`config.mk`:
```
export PLATFORM = sky130hd
export DESIGN_NAME = grid_cell_writer
export DESIGN_NICKNAME = d
export VERILOG_FILES = /design/src/rtl/grid_pkg.sv /design/src/rtl/grid_pos_decoder.sv /design/src/rtl/grid_cell_writer.sv
export SDC_FILE = /design/constraint.sdc
export NUM_CORES = 1
export LEC_CHECK = 0
export ABC_AREA = 1
export BUFFER_PORTS_ARGS = -buffer_cell sky130_fd_sc_hd__clkbuf_2
export CELL_PAD_IN_SITES_DETAIL_PLACEMENT = 1
export CELL_PAD_IN_SITES_GLOBAL_PLACEMENT = 2
export CORE_AREA = 4 4 88 90
export DETAILED_ROUTE_END_ITERATION = 6
export DIE_AREA = 0 0 92 94
export GPL_ROUTABILITY_DRIVEN = 0
export PLACE_DENSITY_LB_ADDON = 0.1
export SLEW_MARGIN = 10
export SYNTH_ARGS = -nofsm -noshare
export SYNTH_HDL_FRONTEND = slang
export SYNTH_SLANG_ARGS = --single-unit
```
`constraint.sdc`:
```
create_clock -name clk -period 1.45 [get_ports clk]
set_input_delay 0.145 -clock clk [delete_from_list [all_inputs] [get_ports clk]]
set_output_delay 0.145 -clock clk [all_outputs]
set_load 0.005 [all_outputs]
```
`src/rtl/grid_pkg.sv`:
```
// Shared definitions for the 12x12 ship grid: cell status encoding,
// grid geometry and the cell update rule used by the writer.
package grid_pkg;

    // 2-bit status stored per grid cell
    typedef enum logic [1:0] {
        EMPTY = 2'b00,
        SHIP  = 2'b01,
        HIT   = 2'b10,
        MISS  = 2'b11
    } cell_status_t;

    localparam int GRID_ROWS           = 12;
    localparam int GRID_COLUMNS        = 12;
    localparam int GRID_ELEMENT_WIDTH  = 32;
    localparam int GRID_ELEMENT_HEIGHT = 32;
    localparam int GRID_BORDER_WIDTH   = 2;
    localparam int GRID_CELLS          = GRID_ROWS * GRID_COLUMNS;

    // Writer FSM states
    typedef enum logic [2:0] {
        S_IDLE   = 3'd0,
        S_READ   = 3'd1,
        S_MODIFY = 3'd2,
        S_DONE   = 3'd3,
        S_CLEAR  = 3'd4
    } writer_state_t;

    // New cell status after a click.
    // Placement toggles EMPTY/SHIP; attack turns SHIP into HIT and
    // EMPTY into MISS. Already-resolved cells (HIT/MISS) never change.
    function automatic cell_status_t next_status(input cell_status_t cur,
                                                 input logic         attack);
        cell_status_t res;
        res = cur;
        if (!attack) begin
            case (cur)
                EMPTY:   res = SHIP;
                SHIP:    res = EMPTY;
                default: res = cur;
            endcase
        end else begin
            case (cur)
                SHIP:    res = HIT;
                EMPTY:   res = MISS;
                default: res = cur;
            endcase
        end
        return res;
    endfunction

endpackage

```
`src/rtl/grid_pos_decoder.sv`:
```
// Combinational screen position -> grid cell decoder.
// A position counts only if it falls inside a cell's interior, i.e. not
// on the 2 px border at the top/left of each 32 px cell.
module grid_pos_decoder
    import grid_pkg::*;
#(
    parameter int X_POS = 0,
    parameter int Y_POS = 0
) (
    input  logic [11:0] i_x,
    input  logic [11:0] i_y,
    output logic        o_in_grid,
    output logic [7:0]  o_addr
);

    logic signed [12:0] w_dx;
    logic signed [12:0] w_dy;
    logic [4:0]         w_col;
    logic [4:0]         w_row;
    logic               w_x_ok;
    logic               w_y_ok;

    assign w_dx  = $signed({1'b0, i_x}) - 13'(X_POS);
    assign w_dy  = $signed({1'b0, i_y}) - 13'(Y_POS);
    assign w_col = w_dx[9:5];
    assign w_row = w_dy[9:5];

    // Non-negative offset, below 1024 px (so col/row are the full quotient),
    // inside the 12 columns/rows and past the cell border.
    assign w_x_ok = !w_dx[12] && (w_dx[11:10] == 2'b00)
                 && (w_col < 5'(GRID_COLUMNS))
                 && (w_dx[4:0] >= 5'(GRID_BORDER_WIDTH));
    assign w_y_ok = !w_dy[12] && (w_dy[11:10] == 2'b00)
                 && (w_row < 5'(GRID_ROWS))
                 && (w_dy[4:0] >= 5'(GRID_BORDER_WIDTH));

    assign o_in_grid = w_x_ok && w_y_ok;
    assign o_addr    = 8'(w_row) * 8'(GRID_COLUMNS) + 8'(w_col);

endmodule

```
`src/rtl/grid_cell_writer.sv`:
```
// Write-side controller of the ship grid RAM: read-modify-write of one
// cell per accepted click, plus a full sweep that clears all 144 cells.
// Timeline of a click accepted at edge N (all outputs registered):
//   N   : rd_addr, busy=1        (RAM samples rd_addr at N+1)
//   N+2 : wr_en/wr_addr/wr_data, result (rd_data valid during MODIFY)
//   N+3 : done pulse
//   N+4 : busy=0, a new click can be taken at this edge
module grid_cell_writer
    import grid_pkg::*;
#(
    parameter int X_POS = 0,
    parameter int Y_POS = 0
) (
    input  logic        clk,
    input  logic        rst_n,
    input  logic [11:0] mouse_xpos,
    input  logic [11:0] mouse_ypos,
    input  logic        click,
    input  logic        mode,
    input  logic        clear_req,
    output logic [7:0]  rd_addr,
    input  logic [1:0]  rd_data,
    output logic        wr_en,
    output logic [7:0]  wr_addr,
    output logic [1:0]  wr_data,
    output logic        busy,
    output logic        done,
    output logic [1:0]  result
);

    writer_state_t r_state;
    writer_state_t w_state_next;

    logic [7:0]   r_cell_addr;
    logic         r_mode;
    logic [7:0]   r_clr_cnt;

    logic         w_in_grid;
    logic [7:0]   w_dec_addr;
    cell_status_t w_new_status;

    logic [7:0]   r_rd_addr,  w_rd_addr_next;
    logic         r_wr_en,    w_wr_en_next;
    logic [7:0]   r_wr_addr,  w_wr_addr_next;
    logic [1:0]   r_wr_data,  w_wr_data_next;
    logic         r_busy,     w_busy_next;
    logic         r_done,     w_done_next;
    logic [1:0]   r_result,   w_result_next;

    grid_pos_decoder #(
        .X_POS (X_POS),
        .Y_POS (Y_POS)
    ) u_pos_decoder (
        .i_x       (mouse_xpos),
        .i_y       (mouse_ypos),
        .o_in_grid (w_in_grid),
        .o_addr    (w_dec_addr)
    );

    assign w_new_status = next_status(cell_status_t'(rd_data), r_mode);

    // State register
    always_ff @(posedge clk or negedge rst_n) begin
        if (!rst_n) begin
            r_state <= S_IDLE;
        end else begin
            r_state <= w_state_next;
        end
    end

    // Next-state logic; an in-grid click wins over a simultaneous clear
    always_comb begin
        w_state_next = r_state;
        case (r_state)
            S_IDLE: begin
                if (click && w_in_grid) begin
                    w_state_next = S_READ;
                end else if (clear_req) begin
                    w_state_next = S_CLEAR;
                end
            end
            S_READ:   w_state_next = S_MODIFY;
            S_MODIFY: w_state_next = S_DONE;
            S_DONE:   w_state_next = S_IDLE;
            S_CLEAR: begin
                if (r_clr_cnt == 8'(GRID_CELLS - 1)) begin
                    w_state_next = S_IDLE;
                end
            end
            default:  w_state_next = S_IDLE;
        endcase
    end

    // Capture the clicked cell/mode and run the clear address counter
    always_ff @(posedge clk or negedge rst_n) begin
        if (!rst_n) begin
            r_cell_addr <= 8'd0;
            r_mode      <= 1'b0;
            r_clr_cnt   <= 8'd0;
        end else begin
            if (r_state == S_IDLE && w_state_next == S_READ) begin
                r_cell_addr <= w_dec_addr;
                r_mode      <= mode;
            end
            if (r_state == S_IDLE) begin
                r_clr_cnt <= 8'd0;
            end else if (r_state == S_CLEAR) begin
                r_clr_cnt <= r_clr_cnt + 8'd1;
            end
        end
    end

    // Output next values; address/data/result hold between operations
    always_comb begin
        w_rd_addr_next = r_rd_addr;
        w_wr_en_next   = 1'b0;
        w_wr_addr_next = r_wr_addr;
        w_wr_data_next = r_wr_data;
        w_result_next  = r_result;
        w_done_next    = (r_state == S_DONE);
        // busy spans the whole operation including the cycle the done
        // pulse is visible, so it drops one edge after returning to IDLE
        w_busy_next    = (r_state != S_IDLE) || (w_state_next != S_IDLE);
        case (r_state)
            S_IDLE: begin
                if (w_state_next == S_READ) begin
                    w_rd_addr_next = w_dec_addr;
                end
            end
            S_MODIFY: begin
                w_wr_en_next   = 1'b1;
                w_wr_addr_next = r_cell_addr;
                w_wr_data_next = w_new_status;
                w_result_next  = w_new_status;
            end
            S_CLEAR: begin
                w_wr_en_next   = 1'b1;
                w_wr_addr_next = r_clr_cnt;
                w_wr_data_next = EMPTY;
            end
            default: begin
            end
        endcase
    end

    // Output registers
    always_ff @(posedge clk or negedge rst_n) begin
        if (!rst_n) begin
            r_rd_addr <= 8'd0;
            r_wr_en   <= 1'b0;
            r_wr_addr <= 8'd0;
            r_wr_data <= 2'b00;
            r_busy    <= 1'b0;
            r_done    <= 1'b0;
            r_result  <= 2'b00;
        end else begin
            r_rd_addr <= w_rd_addr_next;
            r_wr_en   <= w_wr_en_next;
            r_wr_addr <= w_wr_addr_next;
            r_wr_data <= w_wr_data_next;
            r_busy    <= w_busy_next;
            r_done    <= w_done_next;
            r_result  <= w_result_next;
        end
    end

    assign rd_addr = r_rd_addr;
    assign wr_en   = r_wr_en;
    assign wr_addr = r_wr_addr;
    assign wr_data = r_wr_data;
    assign busy    = r_busy;
    assign done    = r_done;
    assign result  = r_result;

endmodule

```
# [Word level (Yosys, flattened, before mapping)]
# Cells that the tools add are included.
[word_totals] latchBits=0 out_inout_bits=23 rom_bits=0 word_cells=55 memories=0 ram_bits=0 regBits=43 input_bits=31
[classes] order_cmp=4 multipliers=1 n_eq_ne=7 add_sub_neg=2 n_mux=12 shifts=0 reduce_logical=18 div_mod_pow=0 n_bitwise=0
[ops] operator="2-to-1 mux 8 bit" n=2
[ops] operator="case mux 8 bit (2 select lines)" n=1
[ops] operator="case mux 2 bit (2 select lines)" n=3
[ops] operator="case mux 3 bit (4 select lines)" n=1
[ops] operator=">= comparator 5 x 2 -> 1 bit (second input constant)" n=2
[ops] operator="less-than comparator 5 x 4 -> 1 bit (second input constant)" n=2
[ops] operator="2-to-1 mux 3 bit" n=3
[ops] operator="adder 8 x 1 -> 8 bit (second input constant)" n=1
[ops] operator="adder 8 x 5 -> 8 bit" n=1
[ops] operator="== test 8 bit (second input constant)" n=1
[ops] operator="logical AND 1 bit" n=7
[ops] operator="== test 3 x 1 -> 1 bit (second input constant)" n=2
[ops] operator="== test 3 x 2 -> 1 bit (second input constant)" n=2
[ops] operator="zero test 2 bit" n=3
[ops] operator="multiplier 5 x 2 -> 6 bit (second input constant)" n=1
[ops] operator="nonzero test 3 bit" n=2
[ops] operator="nonzero test 2 bit" n=2
[ops] operator="== test 3 bit (second input constant)" n=1
[ops] operator="zero test 3 bit" n=1
[ops] operator="== test 2 x 1 -> 1 bit (second input constant)" n=1
[ops] operator="2-to-1 mux 2 bit" n=1
[ops] operator="AND reduction 2 bit" n=1
[ops] operator="OR reduction 2 bit" n=1
[ops] operator="logical OR 1 bit" n=1
[ops] operator="2-to-1 mux 1 bit" n=1

# [Longest topological paths before layout]
[depth] word_depth=9 depth_mapped=12 mapped_depth_nobuf=12

# [Cells and area by module]
# Synthesis repeated with hierarchy kept, for this count alone.
[unflattened] cells_unflattened=251 area_unflattened_um2=2009.4
[modules_own_cells] mod="grid_cell_writer" area_each_um2=1602.8 seq_area_each_um2=875.8 instances=1 cells_each=183
[modules_own_cells] mod="grid_pos_decoder" area_each_um2=406.6 seq_area_each_um2=0.0 instances=1 cells_each=68

# [Worst setup path after synthesis]
# Ideal clock, no wire load.
[synth_timing] path_type="input-to-reg" startpoint="input mouse_ypos[5]" endpoint="register r_cell_addr[7]" slack_ns=-0.325 n_path_buf=0 path_stages=12 required_time_ns=1.333 setup_time_ns=0.117 arrival_ns=1.659 path_cell_list="ha_1 -> fa_1 -> ha_1 -> nand2_1 -> nor2_1 -> nor2_1 -> nor2_1 -> nand3_1 -> nand2_1 -> nand2_1 -> nand2_1 -> nand2_1"
[synth_between] elab_chain_len=9 word_cells_on_any_way=11 classes_between="add/sub: 1; mul: 1; order compare: 1; eq/ne: 1; mux: 2; reduce/logical: 5"
[synth_rtl] item="start: declaration" line_no="grid_cell_writer.sv:17" source="input logic [11:0] mouse_ypos,"
[synth_rtl] item="parallel branches: the longest is 9 deep, another holds adder 8 x 5 -> 8 bit"
[synth_rtl] item="end signal: assignment" line_no="grid_cell_writer.sv:102" source="r_cell_addr <= w_dec_addr;"
[synth_rtl] item="end: declaration" line_no="grid_cell_writer.sv:34" source="logic [7:0] r_cell_addr;"
# Parallel ways; which one is timed is not known.
# A chain may end at the register's enable or synchronous reset.

# [Worst setup path after layout]
[layout_timing] startpoint="input mouse_ypos[6]" endpoint="register r_cell_addr[7]"
# Same word-level chain as after synthesis.

==> reports/qor_table.md <==
| Parameter | Reported | Unit |
|---|---|---|
| Number of failing hold endpoints at the final stage | 0 | - |
| Initial antenna violation count | 0 | - |
| Worst min-delay path startpoint | mouse_xpos[6] | - |
| Global-route wire length before repair | 9.59 | mm |
| Fin nets | 382 | - |
| Min-Delay Endpoint | r_cell_addr[1] | - |
| Total clock buffers created by CTS | 5 | - |
| Cell with the most instances after synthesis | sky130_fd_sc_hd__nand2_1 | - |
| Vias after detailed routing | 1927 | - |
| Primary FF master, synth | sky130_fd_sc_hd__dfrtp_1 | - |
| Fraction of synthesized cell area taken by the top area cell type | 0.448 | - |
| Kind of start point of the critical path | primary input | - |
| Final-report setup violation count | 4 | - |
| Fraction of registers with async set or reset after synthesis | 1.00 | - |
| Launching element of the worst setup path | mouse_ypos[6] | - |
| Via/cell ratio | 4.40 | - |
| Power density over the cells | 1210 | mW/mm2 |
| Clock transition at path regs | 80 | ps |
| Number of synthesized flops with an enable pin | 0 | - |
| Yosys warning count | 0 | - |
| First-pass iteration count of the detailed router | 4 | - |
| Reg2Reg Launch Point | r_state[1] | - |
| Post-layout power | 0.00342 | W |
| Static power due to leakage | 1.50 | nW |
| Highest net fanout along the worst path | 3 | - |
| Register area share after synthesis | 0.448 | - |
| Worst-margin pin slew | 460 | ps |
| Number of violations of the max-capacitance limit | 0 | - |
| Starting density of the core | 0.277 | - |
| Fraction of layout cells with a size suffix above 1 | 0.342 | - |
| Pin count of the biggest net entering global routing | 36 | - |
| Later-pin clock latency in the skew report | 290 | ps |
| Syn Inst Count | 248 | - |
| Clock root buffer | sky130_fd_sc_hd__clkbuf_8 | - |
| Via count of the first global-routing pass | 2044 | - |
| Cell area after synthesis | 0.00195 | mm2 |
| Die Outline Area | 0.00865 | mm2 |
| Worst hold slack across all endpoints | 46.9 | ps |
| Number of nets with antenna violations after routing | 0 | - |
| Die Span Y | 94 | um |
| Post-synth net total | 292 | - |
| Placed wire-length estimate | 4.34 | mm |
| Mean Syn Cell Area | 7.88 | um2 |
| Maximum clock frequency | 607 | MHz |
| Number of slew-limit violations in the final report | 0 | - |
| Final Critical Period | 1650 | ps |
| Worst setup slack for register-to-register paths | 100 | ps |
| Slack of the critical path | -197 | ps |
| Met1 GRT Util | 0.182 | - |
| Area of the core region | 0.00706 | mm2 |
| Max_slew headroom | 0.693 | - |
| Fill count | 910 | - |
| Reg-to-reg endpoint | r_cell_addr[6] | - |
| GR Util All Layers | 0.139 | - |
| Die Width | 92 | um |
| Routed length per instance | 12.6 | um |
| Layout area overhead | 44.5 | % |
| CP arrival | 1830 | ps |
| Total overflow reported by the global router | 0 | - |
| Failing checks | negative setup slack | - |
| Detailed Route Iter0 Violations | 31 | - |
| Post-route fraction of the period consumed by the critical path | 1.14 | - |
| Core Rows | 31 | - |
| PortBufs | 51 | - |
| Class of the tightest hold or removal check | in2reg | - |
| Met2 demand-to-capacity share in global routing | 0.229 | - |
| Setup Crit Path Kind | in2reg | - |
| FF+latch count, synth | 35 | - |
| Unrepaired setup endpoints after global routing | true | - |
| Most frequent cells after synthesis | sky130_fd_sc_hd__nand2_1 (79), sky130_fd_sc_hd__dfrtp_1 (35), sky130_fd_sc_hd__nor2_1 (26) | - |
| Ant diodes | 0 | - |
| Clk sink count | 35 | - |
| TritonCTS clock tree | built | - |
| Most Crowded Layer GR | met2 | - |
| Number of cells on the worst reg-to-reg path | 8 | - |
| Worst path required time | 1630 | ps |
| Largest area contributor in the synthesized netlist | sky130_fd_sc_hd__dfrtp_1 | - |
| Drt drc | 0 | - |
| Fin Clk Skew | 6.36 | ps |
| Pre-CTS setup slack | -515 | ps |
| Hold depth | 3 | - |
| Status | finished, violations left | - |
| Met3 usage in global routing | 0.0313 | - |
| Count of cell types in the netlist | 28 | - |
| Endpoint class of the critical path | register | - |
| Max H-tree Level | 2 | - |
| Biggest area contributors in the synthesized netlist | sky130_fd_sc_hd__dfrtp_1 (45%), sky130_fd_sc_hd__nand2_1 (15%), sky130_fd_sc_hd__ha_1 (7.0%), sky130_fd_sc_hd__nor2_1 (5.0%), sky130_fd_sc_hd__nand3_1 (4.6%) | - |
| Clock Path Buffers | 2 | - |
| DRT Wirelength | 5.51 | mm |
| # IOs | 54 | - |
| Worst IR drop on VDD | 0.389 | mV |
==> repair_timing <==
item                                    CTS  global route
hold buffers                              1             0
buffers inserted                          1             3
pin swaps                                 5            13
hold endpoints to repair                 35             0
gates cloned                              0             0
gates resized for setup                   5            13
endpoints found under the setup margin    4            18
==> state kept, by name, summed over array words and instances, names as in the netlist <==
name,count
busy,1
done,1
r_cell_addr,8
r_clr_cnt,8
r_mode,1
r_state,3
result,2
wr_addr,8
wr_data,2
wr_en,1
==> kinds of logic after synthesis <==
kind of cell,share of synthesized area
compound gates,0.0928
xor+xnor,0.0179
fa+ha+maj,0.0909
buf+inv,0.0551
flops,0.448
simple gates,0.295
==> worst max-delay path by stage <==
| stage | slack [ps] | to | cells after the start |
|---|---|---|---|
| after global routing | -320 | r_cell_addr[7] | 13 |
| after CTS | -180 | r_cell_addr[7] | 13 |
| after global placement | -480 | r_cell_addr[7] | 13 |
| after floorplan | -260 | r_cell_addr[7] | 12 |
| after detailed placement | -520 | r_cell_addr[7] | 13 |
| final | -200 | r_cell_addr[7] | 13 |
==> stage by stage <==
stage | std cells | instance area (um2) | setup TNS [ps] | util
4_1_cts | 435 | 2770 | -374 | 0.392
3_3_place_gp | 425 | 2580 | -1640 | 0.366
6_report | 438 | 2820 | -557 | 0.400
2_1_floorplan | 248 | 1980 | -500 | -
5_1_grt | 438 | 2820 | -947 | 0.400
3_5_place_dp | 425 | 2580 | -1880 | 0.366
==> critical path, cell delays in order <==
cell and delay (ps):
sky130_fd_sc_hd__buf_8 100, sky130_fd_sc_hd__ha_4 150, sky130_fd_sc_hd__fa_1 520, sky130_fd_sc_hd__ha_4 300, sky130_fd_sc_hd__nand2_2 50, sky130_fd_sc_hd__nor2_2 110, sky130_fd_sc_hd__nor2_2 50, sky130_fd_sc_hd__nor2_2 120
sky130_fd_sc_hd__nand3_1 80, sky130_fd_sc_hd__nand2_1 70, sky130_fd_sc_hd__nand2_1 50, sky130_fd_sc_hd__nand2_1 50, sky130_fd_sc_hd__nand2_1 40
==> power by group <==
group	switching (W)	internal, W	leakage [nW]	total (W)
Sequential	0.000172	0.00119	0.443	0.00136
Clock	0.000379	0.000686	0.0644	0.00106
Combinational	0.000510	0.000491	0.997	0.00100
==> layout by cell type (no fill, tap or decap), types with 2 or more instances in the layout <==
cell type and instances:
sky130_fd_sc_hd__nand2_1 76, sky130_fd_sc_hd__clkbuf_2 49, sky130_fd_sc_hd__dfrtp_1 35, sky130_fd_sc_hd__buf_4 33
sky130_fd_sc_hd__inv_1 23, sky130_fd_sc_hd__nor2_1 21, sky130_fd_sc_hd__nand3_1 18, sky130_fd_sc_hd__a21oi_1 13
sky130_fd_sc_hd__o21ai_0 11, sky130_fd_sc_hd__ha_1 8, sky130_fd_sc_hd__nor2_2 5, sky130_fd_sc_hd__clkbuf_8 5
sky130_fd_sc_hd__nand2_2 3, sky130_fd_sc_hd__or2_2 3, sky130_fd_sc_hd__xor2_1 3, sky130_fd_sc_hd__nor2_4 2
sky130_fd_sc_hd__inv_2 2, sky130_fd_sc_hd__nand4_1 2, sky130_fd_sc_hd__a31oi_1 2, sky130_fd_sc_hd__nor3_1 2
sky130_fd_sc_hd__a21oi_4 2, sky130_fd_sc_hd__fa_1 2, sky130_fd_sc_hd__ha_4 2, sky130_fd_sc_hd__bufinv_16 2
sky130_fd_sc_hd__buf_8 2
==> routing by layer <==
| metal | share of wire | up-vias |
|---|---|---|
| met5 | 0 | - |
| met4 | 0.011 | 0 |
| met3 | 0.052 | 5 |
| met2 | 0.47 | 52 |
| met1 | 0.46 | 892 |
| li1 | - | 978 |
==> layout make-up <==
| class | count | area, um2 | area share |
|---|---|---|---|
| multi-input cells | 185 | 1040 | 0.369 |
| flip-flops and latches | 35 | 876 | 0.310 |
| repair buffers | 86 | 553 | 0.196 |
| well taps | 99 | 124 | 0.0439 |
| inverters | 25 | 93.8 | 0.0332 |
| clock buffers | 5 | 68.8 | 0.0244 |
| clock inverters | 3 | 67.6 | 0.0239 |
(Power assumes the default switching activity.)
